<file path="config.mk">
export PLATFORM = sky130hd
export DESIGN_NAME = pixel_stream_ctrl
export DESIGN_NICKNAME = d
export VERILOG_FILES = /design/src/rtl/pixel_stream_ctrl_pkg.sv /design/src/rtl/pixel_stream_ctrl_addr_counter.sv /design/src/rtl/pixel_stream_ctrl.sv
export SDC_FILE = /design/constraint.sdc
export NUM_CORES = 1
export LEC_CHECK = 0
export ABC_AREA = 1
export BUFFER_PORTS_ARGS = -buffer_cell sky130_fd_sc_hd__buf_2
export CAP_MARGIN = 40
export CORE_MARGIN = 5
export CORE_UTILIZATION = 49
export DETAILED_ROUTE_END_ITERATION = 16
export PLACE_DENSITY = 0.77
export SLEW_MARGIN = 20
export SYNTH_ARGS = -nofsm -noshare
export SYNTH_HDL_FRONTEND = slang
export SYNTH_SLANG_ARGS = --single-unit
</file>
<file path="constraint.sdc">
create_clock -name clk -period 2.3 [get_ports clk]
set_clock_uncertainty 0.05 [all_clocks]
set_input_delay 0.345 -clock clk [delete_from_list [all_inputs] [get_ports clk]]
set_output_delay 0.345 -clock clk [all_outputs]
set_load 0.03 [all_outputs]
</file>
<file path="src/rtl/pixel_stream_ctrl_pkg.sv">
// Shared definitions for the pixel stream sequencer: FSM state encoding and
// the default address/length width.
package pixel_stream_ctrl_pkg;

  localparam int ADDR_W_DEF = 16;

  typedef enum logic [1:0] {
    ST_IDLE  = 2'd0,
    ST_RUN   = 2'd1,
    ST_DRAIN = 2'd2,
    ST_DONE  = 2'd3
  } state_t;

endpackage

</file>
<file path="src/rtl/pixel_stream_ctrl_addr_counter.sv">
// Loadable, wrapping address counter used for both the read and write-back
// address streams. Load takes priority over increment.
module addr_counter
  import pixel_stream_ctrl_pkg::*;
#(
  parameter int ADDR_W = ADDR_W_DEF
) (
  input  logic              clk,
  input  logic              rst,
  input  logic              load,
  input  logic [ADDR_W-1:0] load_val,
  input  logic              inc,
  output logic [ADDR_W-1:0] count
);

  // NOTE: sequential state is written with non-blocking assignments only, so
  // every register samples pre-edge values regardless of block ordering.
  always_ff @(posedge clk) begin
    if (rst) begin
      count <= '0;
    end else if (load) begin
      count <= load_val;
    end else if (inc) begin
      count <= count + ADDR_W'(1);
    end
  end

endmodule

</file>
<file path="src/rtl/pixel_stream_ctrl.sv">
// Pixel run sequencer: one read per cycle, write-back one cycle later, operand
// mux select held for the run, and a one-cycle done pulse. All outputs registered.
module pixel_stream_ctrl
  import pixel_stream_ctrl_pkg::*;
#(
  parameter int ADDR_W = ADDR_W_DEF
) (
  input  logic              clk,
  input  logic              rst,
  input  logic              start,
  input  logic              abort,
  input  logic [ADDR_W-1:0] base_addr,
  input  logic [ADDR_W-1:0] dst_addr,
  input  logic [ADDR_W-1:0] length,
  input  logic              use_imm,
  output logic              rd_en,
  output logic [ADDR_W-1:0] rd_addr,
  output logic              select_pixel1,
  output logic              wr_en,
  output logic [ADDR_W-1:0] wr_addr,
  output logic              busy,
  output logic              done
);

  state_t            state, next_state;
  logic [ADDR_W-1:0] remaining;
  logic              use_imm_q;
  logic              launch;
  logic              rd_load, wr_load;
  logic [ADDR_W-1:0] rd_load_val, wr_load_val;
  logic              busy_d;

  // NOTE: every signal driven here gets a default first, so no path through
  // the case statement can leave it unassigned and infer a latch.
  always_comb begin
    next_state = state;
    unique case (state)
      ST_IDLE:  if (start) next_state = (length == '0) ? ST_DONE : ST_RUN;
      ST_RUN: begin
        if (abort)                           next_state = ST_IDLE;
        else if (remaining == ADDR_W'(1))    next_state = ST_DRAIN;
      end
      ST_DRAIN: next_state = abort ? ST_IDLE : ST_DONE;
      ST_DONE:  next_state = ST_IDLE;
      default:  next_state = ST_IDLE;
    endcase

    launch = (state == ST_IDLE) && (next_state == ST_RUN);
    busy_d = (next_state == ST_RUN) || (next_state == ST_DRAIN);

    // Counters hold the live address while streaming and park at zero otherwise.
    rd_load     = (state == ST_IDLE) || (next_state != ST_RUN);
    rd_load_val = launch ? base_addr : '0;
    wr_load     = (state == ST_IDLE) || (next_state == ST_IDLE) || (next_state == ST_DONE);
    wr_load_val = launch ? dst_addr : '0;
  end

  always_ff @(posedge clk) begin
    if (rst) begin
      state         <= ST_IDLE;
      remaining     <= '0;
      use_imm_q     <= 1'b0;
      rd_en         <= 1'b0;
      wr_en         <= 1'b0;
      busy          <= 1'b0;
      select_pixel1 <= 1'b0;
      done          <= 1'b0;
    end else begin
      state <= next_state;
      if (state == ST_IDLE && start) begin
        remaining <= length;
        use_imm_q <= use_imm;
      end else if (state == ST_RUN) begin
        remaining <= remaining - ADDR_W'(1);
      end
      rd_en <= (next_state == ST_RUN);
      // The write trails the read by one cycle; an abort kills it immediately.
      wr_en         <= rd_en && (next_state != ST_IDLE);
      busy          <= busy_d;
      select_pixel1 <= busy_d && ((state == ST_IDLE) ? use_imm : use_imm_q);
      done          <= (next_state == ST_DONE);
    end
  end

  addr_counter #(.ADDR_W(ADDR_W)) u_rd_counter (
    .clk      (clk),
    .rst      (rst),
    .load     (rd_load),
    .load_val (rd_load_val),
    .inc      (1'b1),
    .count    (rd_addr)
  );

  addr_counter #(.ADDR_W(ADDR_W)) u_wr_counter (
    .clk      (clk),
    .rst      (rst),
    .load     (wr_load),
    .load_val (wr_load_val),
    .inc      (wr_en),
    .count    (wr_addr)
  );

endmodule
</file>
* Word level (Yosys, flattened, before mapping)
Cells that the tools add are included.
** Operators by class
- Add/sub/neg operators :: 3
- Multiplexer cells :: 14
- Reduce and logical (&&, ||, !) cells :: 14
- Equality and inequality tests :: 8
** Operator list (count)
- $mux 16 :: 7
- $add 16x1->16 const B :: 2
- $eq 16x1->1 const B :: 1
- $logic_not 16->1 :: 1
- $sub 16x1->16 const B :: 1
- $mux 2 :: 5
- $eq 2x2->1 const B :: 4
- $pmux 2 s4 :: 1
- $reduce_bool 2->1 :: 3
- $eq 2x1->1 const B :: 2
- $logic_and 1x1->1 :: 4
- $logic_not 2->1 :: 2
- $logic_or 1x1->1 :: 4
- $ne 2x1->1 const B :: 1
- $mux 1 :: 1
** Word-level totals
- Bits of input ports :: 53
- Logic and storage cells :: 49
- Register bits after elaboration :: 56
- Output and inout port bits :: 37

* Longest topological paths before layout
- Depth in word-level cells :: 8
- Mapped depth :: 18

* Hierarchy
From an unflattened synthesis, not the netlist that was laid out.
** Second synthesis, totals
- Cell total of the unflattened synthesis :: 582
- Area, all modules :: 3702.3 sq um
** By module, submodules not included
- addr_counter :: area an instance 1011.0 sq um, cells an instance 148, instances 2
- pixel_stream_ctrl :: area an instance 1680.4 sq um, cells an instance 286, instances 1

* Least setup slack after synthesis
No wires, ideal clock.
- Path type :: register to register
- From :: reg remaining[10]
- To :: reg u_wr_counter.count[5]
- Data required time :: 2.128 ns
- Library setup time :: 0.122 ns
- Slack :: 0.158 ns
- Arrival time :: 1.970 ns
- Path buffers :: 1
- Stages on the path, launching flop included :: 17
- Cell sequence :: dfxtp_1 -> nor2_1 -> nand2_1 -> nor2_2 -> nand2_1 -> nor2_1 -> nand2_1 -> nand3_2 -> inv_1 -> ha_1 -> nor2_1 -> nand2_4 -> nor2_8 -> inv_8 -> buf_12 -> o21ai_1 -> a21oi_1
** Between the ends
- Cells in the longest elaborated chain, start to end :: 8
** Ends and longest elaborated chain
- start: declaration :: line pixel_stream_ctrl.sv:26 : logic [ADDR_W-1:0] remaining;
- start signal: assignment :: line pixel_stream_ctrl.sv:71 : remaining <= length;
- start signal: assignment :: line pixel_stream_ctrl.sv:74 : remaining <= remaining - ADDR_W'(1);
- $eq 16x1->1 * :: line pixel_stream_ctrl.sv:41 : else if (remaining == ADDR_W'(1)) next_state = ST_DRAIN;
- $mux 2 * :: line pixel_stream_ctrl.sv:41
- $mux 2 * :: line pixel_stream_ctrl.sv:40 : if (abort) next_state = ST_IDLE;
- $pmux 2 s4 * :: line pixel_stream_ctrl.sv:37 : unique case (state)
- net next_state[1] :: line pixel_stream_ctrl.sv:25 : state_t state, next_state;
- $eq 2x1->1 / $logic_not 2->1 (equally long branches) :: line pixel_stream_ctrl.sv:48, pixel_stream_ctrl.sv:54
- $logic_and 1x1->1 / $logic_or 1x1->1 (equally long branches) :: line pixel_stream_ctrl.sv:48, pixel_stream_ctrl.sv:54
- $mux 16 / $logic_or 1x1->1 (equally long branches) :: line pixel_stream_ctrl.sv:55, pixel_stream_ctrl.sv:54
- $mux 16 / $reduce_bool 2->1 (equally long branches)
- end signal: assignment :: line pixel_stream_ctrl_addr_counter.sv:22 : count <= load_val;
- end signal: assignment :: line pixel_stream_ctrl_addr_counter.sv:24 : count <= count + ADDR_W'(1);
- end: declaration :: line pixel_stream_ctrl_addr_counter.sv:13 : output logic [ADDR_W-1:0] count
Mark *: on every way through the listed nets, which the timed path passes. The rest lies on a longest branch.
A chain may end at the register's enable or synchronous reset.

* Worst setup path after layout
- From :: reg remaining[1]
- To :: reg u_wr_counter.count[6]
Same word-level chain as after synthesis.

==> results.ini <==
[logic_synthesis]
synthesis.area_um2 = 3650
synth_cell_types = 38
ys_seq_area_frac = 0.307
synth_edf_count = 0
ys_ff_latch = 56
post-synth-top-area-cell = dfxtp_1
ys.flop_type = dfxtp_1
avgSynthCellArea_um2 = 6.26
synth_area_leaders = dfxtp_1, nand2_1, nor2_1
synth_nets = 643
async_flop_share = 0
synth_warnings = 0
yosys.area.top_type_share = 0.307
synthCells = 583

[place]
io_buffer_count = 89
place_inst = 771
dpl_worst_slack_ps = -18.3
routabilityCongestion = 0.900
place_area_um2 = 4220
hpwl_um = 7690

[pwr]
internal_power_mw = 1.51
p_sw_frac = 0.371
irDropWorstVdd_mv = 0.250
p_leak_nw = 2.03
pwr-share-comb = 0.301
p_switching_uw = 894
power_density_nw_per_um2 = 548
seq_power_share = 0.466
clockPowerShare = 0.234

[grt]
met3_usage = 0.0305
grt_pass1_vias = 3554
overflow = 0
busiest_layer = met2
grt_max_degree = 43
grt_first_pass_wirelength_um = 15700
grt.met2_usage = 0.358
antenna_found_initial = 0
gr-usage-all-layers = 0.213
grtUsageMet1 = 0.281

[detailed_routing]
avgViaCountPerCell = 5.05
drc = 0
firstDrtPassIters = 5
vias = 3958
wirelength_um = 10100
drtIter0Drc = 240
drtAntennaViolNets = 0
wire_per_inst_um = 12.9

[layout]
multi_input_area_um2 = 2150
finalNonFillerCells = 783
layout-drive-gt1-share = 0.244
stdcell_area_um2 = 4390
register_area_um2 = 1120
fillers = 747
antenna_cells = 0
fin_util = 0.606
areaGrowthSynthToFinish_pct = 20.3
final_nets = 743

[floorplanning]
rows = 31
die_y_um = 96.3
die_x_um = 96.3
coreArea_um2 = 7250
initial_utilization = 0.503
io-pin-count = 90
die_area_um2 = 9280

[setup_path]
worstPathMaxFanout = 7
crit_type = flip-flop to flip-flop
critPathRequiredTime_ps = 2480
worstPathArrival_ps = 2390
cp-start-kind = flip-flop
critPathCaptureType = flip-flop

[timing]
setup_viol = 0
hold_viol_final = 0
final.min_clock_period_ps = 2210
finalSetupTns_ps = 0
period_share = 0.960
rsz0062_at_grt = true
timing.final.ws_setup_ps = 91.1
fmax_ghz = 0.453
drv_slew = 0
worst_pin_slew_ps = 553
relSlewSlack = 0.631

[cts]
cts_buffer_depth = 2
cts_buffers = 5
cts-root-buf = clkbuf_8
path_clk_slew_ps = 110
cts_max_level = 2
clk_latency_ps = 320
clock-sinks = 56
tritoncts = built
postCtsHoldBufs = 0

[job]
cap_viol_max_count = 0

[run_status]
status = finished clean

[hold_path]
hp-class = input port to flip-flop

-- sequential cells by signal (all words and copies together) (netlist names) --
register	cells
wr_en	1
u_rd_counter.count	16
select_pixel1	1
rd_en	1
done	1
remaining	16
u_wr_counter.count	16
use_imm_q	1
state	2
busy	1
-- critical path, stage by stage (launching register included) --
cell,delay [ps]
dfxtp_2,340
inv_1,90
ha_1,160
nand2_1,70
nor2_2,130
nand3b_1,80
nand2_1,60
nand3_1,120
inv_1,150
ha_4,160
nor2_4,40
nand2_4,110
clkinvlp_4,170
buf_4,170
nand3_1,90
nand3_2,60
nand2_1,60
inv_1,40
-- cell usage in the layout, fill, tap and decap left out, types with 3 or more instances in the layout --
cell type	count
inv_1	70
ha_1	6
nand2_2	6
o22ai_1	7
nand3_1	42
a21oi_2	6
nand2_1	174
nor2_1	69
clkinvlp_4	3
nor2_2	10
clkbuf_8	5
nor2_4	6
o21ai_1	3
o21ai_2	6
o21ai_0	18
buf_2	89
o21bai_1	4
a31oi_1	7
inv_2	3
buf_4	16
nand4_1	10
xor2_1	3
a21oi_1	42
dfxtp_1	54
-- synthesized netlist by cell type (2+ instances only) --
library cell and count:
a21oi_1 42, a21oi_2 6, a31oi_1 7, buf_2 3, buf_4 3, buf_6 3
clkbuf_1 4, dfxtp_1 56, ha_1 7, inv_1 72, inv_2 4, nand2_1 175
nand2_2 5, nand2_4 2, nand3_1 42, nand3_2 2, nand4_1 10, nor2_1 74
nor2_2 7, nor2_4 4, nor3_1 2, o21ai_0 18, o21ai_1 3, o21ai_2 6
o21bai_1 4, o22ai_1 7, xnor2_1 2, xor2_1 3
-- routing by layer --
metal	routed length, um	part of all wire
met4	132	0.013
met2	4650	0.46
met5	0	0
met1	4650	0.46
met3	657	0.065
-- cell type report --
cell class,count,area share
timing repair inverter,1,0.00171
sequential,56,0.256
clock inverter,3,0.00427
inverter,79,0.0726
clock buffer,5,0.0157
timing repair buffer,106,0.131
tap,99,0.0282
multi-input combinational,434,0.490
-- path summary, 6_finish.rpt --
path           startpoint               endpoint  slack (ps)  cells past startpoint
min reg2reg         rd_en                  wr_en         390                      2
max          remaining[1]  u_wr_counter.count[6]          90                     17
min          base_addr[4]  u_rd_counter.count[4]         210                      3
max reg2reg  remaining[1]  u_wr_counter.count[6]          90                     17
-- through the flow --
step | power [mW] | hold WS, ps
floorplan | 1.62 | 406
CTS | 2.39 | 203
global route | 2.55 | 207
global placement | 1.81 | 385
detailed placement | 1.83 | 379
finish | 2.41 | 211
-- power by group through the flow --
stage          Combinational [mW]  Clock, mW  Sequential [mW]
3_5_place_dp                0.688          0             1.14
5_1_grt                     0.805      0.616             1.13
6_report                    0.724      0.563             1.12
4_1_cts                     0.693      0.578             1.12
2_1_floorplan               0.416          0             1.20
3_3_place_gp                0.675          0             1.14
-- cell families (layout without fill, tap and decap cells) --
kind of cell,Yosys count,after routing,synth area share
flip-flops,56,56,0.307
AND/OR/NAND/NOR,327,327,0.392
AO/OA/AOI/OAI,95,95,0.152
XOR/XNOR,5,5,0.0120
adder cells (fa/ha/maj),7,7,0.0240
buffers and inverters,93,194,0.113
-- repair_timing --
item,CTS,global route
cloned,0,1
pin swaps,0,6
resized for setup,2,17
setup endpoints to repair,4,32
setup buffers,0,3
Note: power is estimated with default switching activity, not from simulation.
